$ cat config.mk
export PLATFORM = sky130hd
export DESIGN_NAME = fetch_unit
export DESIGN_NICKNAME = d
export VERILOG_FILES = /design/src/rtl/fetch_pkg.sv /design/src/rtl/next_pc_calc.sv /design/src/rtl/fetch_unit.sv
export SDC_FILE = /design/constraint.sdc
export NUM_CORES = 1
export LEC_CHECK = 0
export CAP_MARGIN = 20
export CORE_UTILIZATION = 46
export CTS_CLUSTER_SIZE = 24
export DETAILED_ROUTE_END_ITERATION = 8
export GPL_TIMING_DRIVEN = 0
export HOLD_SLACK_MARGIN = 0.03
export PLACE_DENSITY = 0.83
export SETUP_SLACK_MARGIN = 0.02
export SLEW_MARGIN = 0
export SYNTH_ARGS = -nofsm -noshare
export SYNTH_HDL_FRONTEND = slang
export SYNTH_SLANG_ARGS = --single-unit
$ cat constraint.sdc
create_clock -name clk -period 3.4 [get_ports clk]
set_input_delay 0.68 -clock clk [delete_from_list [all_inputs] [get_ports clk]]
set_output_delay 0.68 -clock clk [all_outputs]
set_load 0.005 [all_outputs]
$ cat src/rtl/fetch_pkg.sv
// Shared types and constants for the instruction fetch stage.
package fetch_pkg;

    // Fetch sequencer states: issue request, await data, hold instruction, trapped.
    typedef enum logic [1:0] {
        REQ   = 2'd0,
        WAIT  = 2'd1,
        VALID = 2'd2,
        FAULT = 2'd3
    } fetch_state_e;

    // Sequential PC increment for fall-through instructions.
    localparam logic [31:0] PC_STEP   = 32'd4;

    // JALR targets have bit 0 forced low before the alignment check.
    localparam logic [31:0] JALR_MASK = 32'hFFFF_FFFE;

endpackage

$ cat src/rtl/next_pc_calc.sv
// Next-PC selection: priority mux over JALR, JAL, taken branch and fall-through,
// plus the 4-byte alignment check on the chosen target.
module next_pc_calc
    import fetch_pkg::*;
(
    input  logic [31:0] pc,
    input  logic        is_branch,
    input  logic        branch_taken,
    input  logic        is_jal,
    input  logic        is_jalr,
    input  logic [31:0] imm,
    input  logic [31:0] rs1_data,
    output logic [31:0] next_pc,
    output logic        misaligned
);

    // JALR wins over JAL, which wins over a taken branch; branch_taken only matters for branches.
    always_comb begin
        if (is_jalr) begin
            next_pc = (rs1_data + imm) & JALR_MASK;
        end else if (is_jal || (is_branch && branch_taken)) begin
            next_pc = pc + imm;
        end else begin
            next_pc = pc + PC_STEP;
        end
    end

    assign misaligned = (next_pc[1:0] != 2'b00);

endmodule

$ cat src/rtl/fetch_unit.sv
// Multi-cycle instruction fetch stage: owns the PC, issues one memory request
// at a time, holds the returned word for the core, and commits the next PC
// (or traps on a misaligned target) when the core retires the instruction.
module fetch_unit
    import fetch_pkg::*;
#(
    parameter logic [31:0] RESET_PC = 32'h0000_0000
) (
    input  logic        clk,
    input  logic        rst,
    output logic        imem_req,
    output logic [31:0] imem_addr,
    input  logic        imem_ready,
    input  logic        imem_rvalid,
    input  logic [31:0] imem_rdata,
    output logic        instr_valid,
    output logic [31:0] instr,
    output logic [31:0] instr_pc,
    input  logic        instr_ack,
    input  logic        branch_taken,
    input  logic        is_branch,
    input  logic        is_jal,
    input  logic        is_jalr,
    input  logic [31:0] imm,
    input  logic [31:0] rs1_data,
    output logic        misalign_fault
);

    fetch_state_e state_q, state_d;
    logic [31:0]  pc_q, pc_d;
    logic         imem_req_q, imem_req_d;
    logic         instr_valid_q, instr_valid_d;
    logic [31:0]  instr_q, instr_d;
    logic [31:0]  instr_pc_q, instr_pc_d;
    logic         fault_q, fault_d;

    logic [31:0]  next_pc;
    logic         next_misaligned;

    next_pc_calc u_next_pc_calc (
        .pc           (pc_q),
        .is_branch    (is_branch),
        .branch_taken (branch_taken),
        .is_jal       (is_jal),
        .is_jalr      (is_jalr),
        .imm          (imm),
        .rs1_data     (rs1_data),
        .next_pc      (next_pc),
        .misaligned   (next_misaligned)
    );

    // Next-state and next-output decode; imem_req is registered, so it rises one cycle after reset release.
    always_comb begin
        state_d       = state_q;
        pc_d          = pc_q;
        imem_req_d    = imem_req_q;
        instr_valid_d = instr_valid_q;
        instr_d       = instr_q;
        instr_pc_d    = instr_pc_q;
        fault_d       = fault_q;

        case (state_q)
            REQ: begin
                imem_req_d = 1'b1;
                if (imem_req_q && imem_ready) begin
                    imem_req_d = 1'b0;
                    state_d    = WAIT;
                end
            end
            WAIT: begin
                imem_req_d = 1'b0;
                if (imem_rvalid) begin
                    instr_d       = imem_rdata;
                    instr_pc_d    = pc_q;
                    instr_valid_d = 1'b1;
                    state_d       = VALID;
                end
            end
            VALID: begin
                if (instr_ack) begin
                    instr_valid_d = 1'b0;
                    if (next_misaligned) begin
                        fault_d = 1'b1;
                        state_d = FAULT;
                    end else begin
                        pc_d       = next_pc;
                        imem_req_d = 1'b1;
                        state_d    = REQ;
                    end
                end
            end
            FAULT: begin
                imem_req_d    = 1'b0;
                instr_valid_d = 1'b0;
                fault_d       = 1'b1;
            end
            default: begin
                imem_req_d    = 1'b0;
                instr_valid_d = 1'b0;
                fault_d       = 1'b1;
                state_d       = FAULT;
            end
        endcase
    end

    // State and registered outputs; reset returns everything to the reset PC with nothing in flight.
    always_ff @(posedge clk or posedge rst) begin
        if (rst) begin
            state_q       <= REQ;
            pc_q          <= RESET_PC;
            imem_req_q    <= 1'b0;
            instr_valid_q <= 1'b0;
            instr_q       <= 32'h0;
            instr_pc_q    <= 32'h0;
            fault_q       <= 1'b0;
        end else begin
            state_q       <= state_d;
            pc_q          <= pc_d;
            imem_req_q    <= imem_req_d;
            instr_valid_q <= instr_valid_d;
            instr_q       <= instr_d;
            instr_pc_q    <= instr_pc_d;
            fault_q       <= fault_d;
        end
    end

    assign imem_req       = imem_req_q;
    assign imem_addr      = pc_q;
    assign instr_valid    = instr_valid_q;
    assign instr          = instr_q;
    assign instr_pc       = instr_pc_q;
    assign misalign_fault = fault_q;

endmodule

==> impl.org <==
** Logic synthesis
- Net count of the mapped netlist :: 1046
- Sorting the synthesized cells by area gives the leading types as dfrtp_1, ha_1, mux2_2.
- By count the netlist is led by dfrtp_1, nand2_1, a21oi_1, ha_1, mux2_2.
- Yosys printed 0 warnings.
- The share of synthesized area in the top cell type comes to 0.319.
- In this run, synthesis inferred 0 flip-flops with an integrated enable.
- Most common cell in the synthesized netlist :: dfrtp_1
- Share of synthesized registers carrying an async set or reset :: 1.00
- Of all cell types, the one taking the most synthesized area is dfrtp_1.
- Register area share after synthesis :: 0.319
- Synthesized area per cell :: 9.08 um2
- The cell count after synthesis came out at 872.
- Synthesis inferred 101 register bits.
- Main flop type after synthesis :: dfrtp_1
- The cell area that synthesis handed to floorplanning was 0.00791 mm2.
- Count of unique library cells instantiated by Yosys :: 66

** GRT
- For this run, global-route usage on met1 was measured as 0.369.
- Global-route layer with the greatest usage :: met2
- Met3 capacity usage during global routing :: 0.0498
- For met2 alone, demand over resource in global routing was 0.446.
- Across every metal layer, demand over resource in global routing totals 0.275.
- Via count of the first global-routing pass :: 7531
- Pin count of the biggest net entering global routing :: 73
- The number of antenna violations at the first check in global routing is 0.
- Grt ovf :: 0
- Wire length of the first global-routing pass :: 38700 um

** Clock tree
- For this design, the sink count on the clock tree is 101.
- The clock passes through at most 2 buffers.
- Clock tree root driver cell :: clkbuf_16
- After clock tree synthesis, the clock-pin slew on the worst setup and hold paths is 0.07 ns.
- Clock latency of the later-clocked register in the worst-skew pair :: 0.34 ns
- TritonCTS built the clock tree.
- In this run, CTS created clock tree buffers numbering 9.
- CTS built an H-tree with a depth of 3.

** Pwr
- Share of power burned in registers :: 0.289
- Cell internal power was estimated by the tool at 4.99 mW.
- Worst VDD drop :: 315 uV
- The analysis attributes to cell leakage a power of 4.70 nW.
- Of the total power, the share spent switching nets is 0.404.
- Proportion of power drawn by combinational gates :: 0.596
- The analysis attributes to net switching a power of 3.38 mW.
- Power per Cell Area :: 749 mW/mm2
- Of the total power, the clock network draws 0.115.

** Place
- Number of port buffers :: 203
- In this run the cell area measured after placement is 0.0103 mm2.
- Estimated wirelength of the detail-placed design :: 18700 um
- Global placer's final weighted congestion :: 0.939
- Counting tap cells, the placed design contains a total of 1296 instances.

** Detailed routing
- For this block, the routed nets add up to 25300 um of wire.
- Pre-Repair DR Iteration Count :: 6
- Summing over every cut layer, the via total after detailed routing is 8047.
- DR iter-0 viols :: 605
- Antenna Violating Nets Remaining :: 0
- Post-detailed-route DRC marker count :: 0
- In the routed layout, each cell is associated on average with a via count of 6.09.
- After detailed routing, the average wire length per cell comes to 19.1 um.

** Worst setup path
- Along the worst path, the maximum fanout reaches 4.
- Signal arrival time at the worst endpoint :: 3.61 ns
- Startpoint types :: primary input
- The largest single stage delay on the critical path is 0.55 ns.
- STA classifies the critical path endpoint as a flip-flop.
- Start-to-end type of the worst setup path :: primary input to flip-flop
- The most numerous cell type found on the critical path is o22ai_1.
- Critical path, cell by cell :: clkdlybuf4s50_1 > ha_1 > inv_2 > o22ai_1 > o211ai_1 > a21oi_1 > a211oi_2 > a41oi_2 > xnor2_1 > o22ai_1 > mux2_2 > o221a_2
- The largest individual stage delay along the critical path comes from the cell clkdlybuf4s50_1.
- CP Data Required Time :: 3.63 ns

** Cells and area
- Once layout is complete, the utilization of the core stands at 0.669.
- Register Area :: 0.00253 mm2
- Filler Cells Inserted :: 1297
- Net count of the finished layout :: 1271
- Share of final-layout standard cells stronger than drive strength 1 :: 0.162
- Total area of multi-input combinational cells :: 0.00572 mm2
- Synthesis-to-layout area growth :: 41.2%
- The number of antenna diodes in the final layout is 0.
- Design Area, Final :: 0.0112 mm2
- Final non-filler cell total :: 1322

** Timing
- Max Slew Vio Count :: 0
- Endpoints failing setup :: 0
- Achievable clock frequency :: 0.297 GHz
- Post-route clock skew :: 0.0102 ns
- Accumulated negative setup slack :: 0 ns
- Of the available clock period, the critical path in the final layout requires 0.992.
- Headroom to the max-slew limit came out at 0.471.
- The count of final hold-check violations was 0.
- Slew @ Worst Pin :: 0.788 ns
- The worst path in the final design needs a cycle of 3.37 ns, including I/O delays and setup.

** Floorplanning
- Height of the chip :: 133 um
- The core region is 0.0167 mm2.
- The initial utilization of the core area, before any placement, comes to 0.474.
- The die is 133 um wide.
- Pin placement for this block handled 204 I/O pins.
- The die covers 0.0177 mm2.
- FP Rows :: 47

** Status
- The run finished with clean final reports.

** Hold path
- Worst min-delay path class :: flip-flop to flip-flop

** Job
- Max-cap violations :: 0
-- per-layer routing --
metal,routed length [um],up-vias
met4,675,0
met1,10500,3795
met3,2390,70
met2,11700,483
li1,-,3699
met5,0,-
-- cell families after synthesis --
kind of cell / synth area share
AOI/OAI and AO/OA: 0.221
xor gates and xnor gates: 0.0808
adders and majority gates: 0.111
buffers and inverters: 0.0253
DFF: 0.319
muxes: 0.0938
and+or+nand+nor: 0.149
-- stage by stage --
stage	hold slack [ns]	setup WS [ns]	power, mW
after floorplan	0.472	-0.00865	4.87
after global placement	0.463	-1.41	6.76
after detailed placement	0.492	-0.859	6.88
after CTS	0.506	0.0255	8.04
after global routing	0.516	-0.0177	8.88
final	0.503	0.0282	8.37
-- placed cells by master (no fill, tap or decap), types with 5 or more instances in the layout --
cell type	count
mux2_2	64
and2_1	5
nand2_1	78
nand2b_1	6
buf_4	16
nor2b_1	9
a21oi_1	59
o21ai_0	41
xnor2_1	40
a211o_1	5
dfrtp_1	101
nand4_1	17
a31oi_1	12
o22ai_1	5
a21o_1	36
nor2_1	54
clkdlybuf4s50_1	183
inv_1	16
and3_1	13
ha_1	39
o21bai_1	6
a22oi_1	5
clkbuf_16	9
ha_4	24
a21oi_2	10
a221o_1	7
o211ai_1	9
dlymetal6s2s_1	12
o21ai_1	5
clkbuf_1	28
a211oi_1	17
nand3_1	30
xor2_1	33
nor3_1	13
-- final timing paths --
kind	startpoint	endpoint	slack, ns	depth (start not counted)
setup / recovery	imm[7]	imem_addr[31]	0.03	12
max in group asynchronous	rst	imem_addr[0]	2.02	3
min in group asynchronous	rst	instr[12]	0.68	2
hold / removal	instr_pc[20]	instr_pc[20]	0.50	1
setup reg to reg	imem_addr[0]	imem_addr[26]	0.23	12
hold reg to reg	instr_pc[20]	instr_pc[20]	0.50	1
-- worst max-delay path: cells and delay by family --
kind	cells	cell delay [ns]
AO/OA/AOI/OAI	7	1.46
multiplexers	1	0.35
XOR/XNOR	1	0.16
adder cells (fa/ha/maj)	1	0.29
buffers and inverters	2	0.67
-- final cells by class --
cell class                      count  area share
Buffer                             29      0.0101
Inverter                           18     0.00627
Sequential cell                   101       0.226
Timing Repair Buffer              220       0.196
Clock inverter                      4     0.00302
Tap cell                          220      0.0246
Clock buffer                       12      0.0221
Multi-Input combinational cell    718       0.512
-- state kept, by name, summed over array words and instances, names as in the netlist --
signal,count
instr,32
instr_pc,32
imem_addr,32
imem_req,1
instr_valid,1
state_q,2
misalign_fault,1
-- what timing repair did --
| action | in CTS | in global routing |
|---|---|---|
| setup buffers | 7 | 9 |
| gates resized for setup | 53 | 67 |
| hold buffers | 0 | 0 |
| setup endpoints to repair | 23 | 12 |
| pin swaps | 14 | 25 |
-- power by group through the flow --
| stage | clock [mW] | sequential (mW) | combinational (mW) |
|---|---|---|---|
| 4_1_cts | 0.981 | 2.37 | 4.69 |
| 2_1_floorplan | 0 | 2.24 | 2.63 |
| 5_1_grt | 1.04 | 2.48 | 5.37 |
| 3_3_place_gp | 0 | 2.34 | 4.42 |
| 3_5_place_dp | 0 | 2.38 | 4.51 |
| 6_report | 0.966 | 2.41 | 4.99 |
(Power assumes the default switching activity.)
